$ cat src/rtl/demux_pkg.sv
// demux_pkg: shared channel count, select type and default sizing for the 1:4 buffered demux
package demux_pkg;
  localparam int NUM_CH    = 4;
  localparam int DEF_WIDTH = 16;
  localparam int DEF_DEPTH = 2;
  typedef logic [1:0] chan_sel_t;
endpackage

$ cat src/rtl/demux_chan_fifo.sv
// demux_chan_fifo: per-channel registered FIFO with no fall-through and no pass-through when full
module demux_chan_fifo #(
  parameter int WIDTH = 16,
  parameter int DEPTH = 2
) (
  input  logic             clk,
  input  logic             reset,
  input  logic             push,
  input  logic [WIDTH-1:0] push_data,
  input  logic             pop,
  output logic             full,
  output logic             empty,
  output logic [WIDTH-1:0] head
);
  localparam int AW = $clog2(DEPTH);
  logic [WIDTH-1:0] r_mem [DEPTH];
  logic [AW-1:0]    r_rd;
  logic [AW-1:0]    r_wr;
  logic [AW:0]      r_cnt;
  logic             w_push;
  logic             w_pop;
  assign full   = r_cnt == (AW+1)'(DEPTH);
  assign empty  = r_cnt == '0;
  assign head   = r_mem[r_rd];
  assign w_push = push && !full;
  assign w_pop  = pop && !empty;
  // storage, pointers and occupancy; pointers wrap naturally since DEPTH is a power of 2
  always_ff @(posedge clk or posedge reset) begin
    if (reset) begin
      for (int k = 0; k < DEPTH; k++) r_mem[k] <= '0;
      r_rd  <= '0;
      r_wr  <= '0;
      r_cnt <= '0;
    end else begin
      if (w_push) r_mem[r_wr] <= push_data;
      if (w_push) r_wr <= r_wr + AW'(1);
      if (w_pop) r_rd <= r_rd + AW'(1);
      r_cnt <= r_cnt + (AW+1)'(w_push) - (AW+1)'(w_pop);
    end
  end
endmodule

$ cat src/rtl/demux4_16_bits_buf.sv
// demux4_16_bits_buf: steers one valid/ready word stream into four independently stalling channel FIFOs
module demux4_16_bits_buf
  import demux_pkg::*;
#(
  parameter int WIDTH = DEF_WIDTH,
  parameter int DEPTH = DEF_DEPTH
) (
  input  logic              clk,
  input  logic              reset,
  input  logic [WIDTH-1:0]  in_data,
  input  chan_sel_t         in_select,
  input  logic              in_valid,
  output logic              in_ready,
  output logic [WIDTH-1:0]  out_data0,
  output logic [WIDTH-1:0]  out_data1,
  output logic [WIDTH-1:0]  out_data2,
  output logic [WIDTH-1:0]  out_data3,
  output logic [NUM_CH-1:0] out_valid,
  input  logic [NUM_CH-1:0] out_ready
);
  logic [NUM_CH-1:0] w_full;
  logic [NUM_CH-1:0] w_empty;
  logic [NUM_CH-1:0] w_sel;
  logic [NUM_CH-1:0] w_push;
  logic [NUM_CH-1:0] w_pop;
  logic [WIDTH-1:0]  w_head [NUM_CH];
  // one-hot select decode, ready mux and per-channel push/pop enables
  always_comb begin
    w_sel    = NUM_CH'(1) << in_select;
    in_ready = !w_full[in_select];
    w_push   = (in_valid && in_ready) ? w_sel : '0;
    w_pop    = out_ready & ~w_empty;
  end
  assign out_valid = ~w_empty;
  assign out_data0 = w_head[0];
  assign out_data1 = w_head[1];
  assign out_data2 = w_head[2];
  assign out_data3 = w_head[3];
  for (genvar i = 0; i < NUM_CH; i++) begin : g_ch
    demux_chan_fifo #(.WIDTH(WIDTH), .DEPTH(DEPTH)) u_fifo (
      .clk      (clk),
      .reset    (reset),
      .push     (w_push[i]),
      .push_data(in_data),
      .pop      (w_pop[i]),
      .full     (w_full[i]),
      .empty    (w_empty[i]),
      .head     (w_head[i])
    );
  end
endmodule

$ cat config.mk
export PLATFORM = sky130hd
export DESIGN_NAME = demux4_16_bits_buf
export DESIGN_NICKNAME = d
export VERILOG_FILES = /design/src/rtl/demux_pkg.sv /design/src/rtl/demux_chan_fifo.sv /design/src/rtl/demux4_16_bits_buf.sv
export SDC_FILE = /design/constraint.sdc
export NUM_CORES = 1
export LEC_CHECK = 0
export BUFFER_PORTS_ARGS = -buffer_cell sky130_fd_sc_hd__buf_4
export CORE_ASPECT_RATIO = 0.5
export CORE_UTILIZATION = 40
export DETAILED_ROUTE_END_ITERATION = 7
export PLACE_DENSITY_LB_ADDON = 0.1
export SYNTH_ARGS = -nofsm -noshare
export SYNTH_HDL_FRONTEND = slang
export SYNTH_HIERARCHICAL = 1
export SYNTH_SLANG_ARGS = --single-unit
$ cat constraint.sdc
create_clock -name clk -period 2.05 [get_ports clk]
set_clock_uncertainty 0.1 [all_clocks]
set_input_delay 0.205 -clock clk [delete_from_list [all_inputs] [get_ports clk]]
set_output_delay 0.205 -clock clk [all_outputs]
set_load 0.01 [all_outputs]
==> flow_summary.json <==
{
  "seq_area_frac_synth_pct": 52.2,
  "rows": 33,
  "slew_headroom_pct": 68.5,
  "seqCellArea_um2": 3600,
  "io_buffers": 93,
  "drive_gt1_share_pct": 62.2,
  "crit_type": "reg -> out",
  "syn_nets": 468,
  "drt_iter0_drc": 118,
  "die_w_um": 188,
  "ant_nets": 0,
  "synth_enable_flop_cells": 0,
  "synth_commonest_cells": "144 x dfrtp_1, 112 x mux2_2, 80 x mux2_4",
  "gp_congestion": 0.692,
  "cts_setup_buffers": 0,
  "die_h_um": 94.9,
  "yosysUniqueCellTypes": 24,
  "multiInputGateArea_um2": 3040,
  "cp_num_buf_inv": 3,
  "die_area_um2": 17800,
  "drv_cap": 0,
  "firstDrtPassIters": 4,
  "crit_required_ps": 1750,
  "synth_most_common_cell": "dfrtp_1",
  "clock.fmax_ghz": 0.512,
  "cts_max_level": 4,
  "grt_pass1_wl_um": 21900,
  "clkSinkCount": 144,
  "diodes": 0,
  "synthesis.instances": 435,
  "worst_hold_path_type": "in -> reg",
  "ys_warn_count": 6,
  "fill_cells": 1415,
  "critPathArrivalTime_ps": 1650,
  "worst_slew_pin_slew_ps": 472,
  "synthFlopType": "dfrtp_1",
  "path_cells": "nand2b_4 -> inv_4 -> mux4_2 -> inv_1 -> buf_4",
  "worstSetupStartpointType": "flop",
  "path_clk_slew_ps": 60,
  "critPathMaxFanout": 3,
  "insertion_delay_ps": 410,
  "yosysTopAreaCell": "dfrtp_1",
  "avgSynthCellArea_um2": 15.9,
  "cts_tree": "done",
  "vias_per_cell": 4.74,
  "final_util_pct": 52.3,
  "grt_pass1_vias": 3942,
  "final.period_utilization_pct": 95.3,
  "rsz0062_at_grt": "no",
  "max-clock-path-buffers": 2,
  "irDropWorstVdd_mv": 0.707,
  "synthTopCellsByArea": "dfrtp_1 52%, mux2_2 18%, mux2_4 17%, ha_1 1.4%, buf_6 1.3%",
  "syn_area_um2": 6910,
  "hold_viol_final": 0,
  "coreArea_um2": 16600,
  "cpMaxStageDelayCell": "mux4_2",
  "synth_seq_cells": 144,
  "p_leak_nw": 4.03,
  "status": "finished clean",
  "async_reset_ff_share_pct": 100,
  "layout.nets": 586,
  "grt_max_degree": 37,
  "cts_inserted_buffers": 17,
  "track_usage_pct": 16.0,
  "synth_top_area_share_pct": 52.2,
  "critPathTopFamily": "multiplexers",
  "setup_tns_ps": 0,
  "io_pins": 94,
  "wl_per_cell_um": 16.7,
  "antenna_found_initial": 0,
  "power_density_nw_per_um2": 1710,
  "initial_utilization_pct": 41.5,
  "routed-via-count": 3755,
  "clockRootBuffer": "clkbuf_16",
  "setup_violations": 0,
  "dp_hpwl_um": 9200,
  "min_period_ps": 1950,
  "drc": 0,
  "area_growth_pct": 25.9,
  "grt-ovfl-total": 0,
  "routed_wl_um": 13200,
  "drv_slew": 0,
  "end_kind": "primary output",
  "max_stage_delay_ps": 480
}
timing repair:
item	in CTS	in global routing
hold buffers	10	0
resized for setup	0	5
hold endpoints to repair	168	0
endpoints found under the setup margin	0	67
worst paths after layout:
check / from / end / slack [ps] / cells past startpoint
worst max-delay path: g_ch[3].u_fifo/r_cnt[1] / in_ready / 100 / 5
worst min-delay path: in_data[11] / g_ch[3].u_fifo/r_mem[27] / 10 / 2
worst max register to register: g_ch[1].u_fifo/r_cnt[1] / g_ch[1].u_fifo/r_mem[16] / 130 / 6
worst min register to register: g_ch[0].u_fifo/r_rd / g_ch[0].u_fifo/r_rd / 370 / 1
max in group asynchronous: reset / g_ch[1].u_fifo/r_cnt[1] / 1100 / 4
min in group asynchronous: reset / g_ch[0].u_fifo/r_mem[4] / 390 / 4
state kept, by name, summed over array words and instances (netlist names):
name and count:
g_ch.u_fifo/r_cnt 8, g_ch.u_fifo/r_mem 128, g_ch.u_fifo/r_rd 4, g_ch.u_fifo/r_wr 4
kinds of logic after synthesis:
group | count (synthesis) | share of synthesized area [%]
mux | 193 | 36.0
flops | 144 | 52.2
buf+inv | 41 | 4.26
simple gates | 33 | 4.13
xor+xnor | 16 | 2.03
fa+ha+maj | 8 | 1.45
where the power goes:
part	switching (W)	internal [W]	total, W
registers	0.000813	0.00427	0.00508
logic	0.00239	0.00399	0.00637
clock network	0.00120	0.00220	0.00341
cell type report:
type                            instances  area share (%)
Clock buffer                           20            5.14
Timing Repair Buffer                  119            11.9
Tap cell                              227            3.27
Multi-Input combinational cell        250            34.9
Sequential cell                       144            41.4
Inverter                               21            1.02
Clock inverter                         12            2.37
stage by stage:
step	setup slack (ps)	total power, W	area (um2)	hold slack [ps]	std cells
after floorplan	71.8	0.00915	6910	253	435
after global placement	101	0.0114	7920	280	751
after detailed placement	38.1	0.0115	7920	283	751
after CTS	10.4	0.0150	8670	1.36	793
after global routing	12.0	0.0158	8700	4.79	793
final	97.1	0.0149	8700	10.4	793
worst register-to-register path, delay by kind of cell, from the launching register on:
kind / cells / cell delay (ps)
and+or+nand+nor: 3 / 670
DFF: 1 / 430
muxes: 1 / 350
buffers and inverters: 2 / 250
routing by layer:
| layer | vias to the layer above | GRT usage, % | wire (um) |
|---|---|---|---|
| met4 | 0 | 5.08 | 150 |
| li1 | 1755 | - | - |
| met1 | 1923 | 23.9 | 6850 |
| met3 | 15 | 3.34 | 427 |
| met2 | 62 | 23.1 | 5780 |
| met5 | - | 0 | 0 |
placed cells by master (no fill, tap or decap), types with 9 or more instances in the layout:
cell           netlist  routed
mux2_2             112     112
clkbuf_16            0      17
buf_12               4       9
inv_1               17      17
mux2_4              80      80
dlygate4sd3_1        0      10
dfrtp_1            144     143
buf_4                0     100
Power figures use the tool's default switching activity.
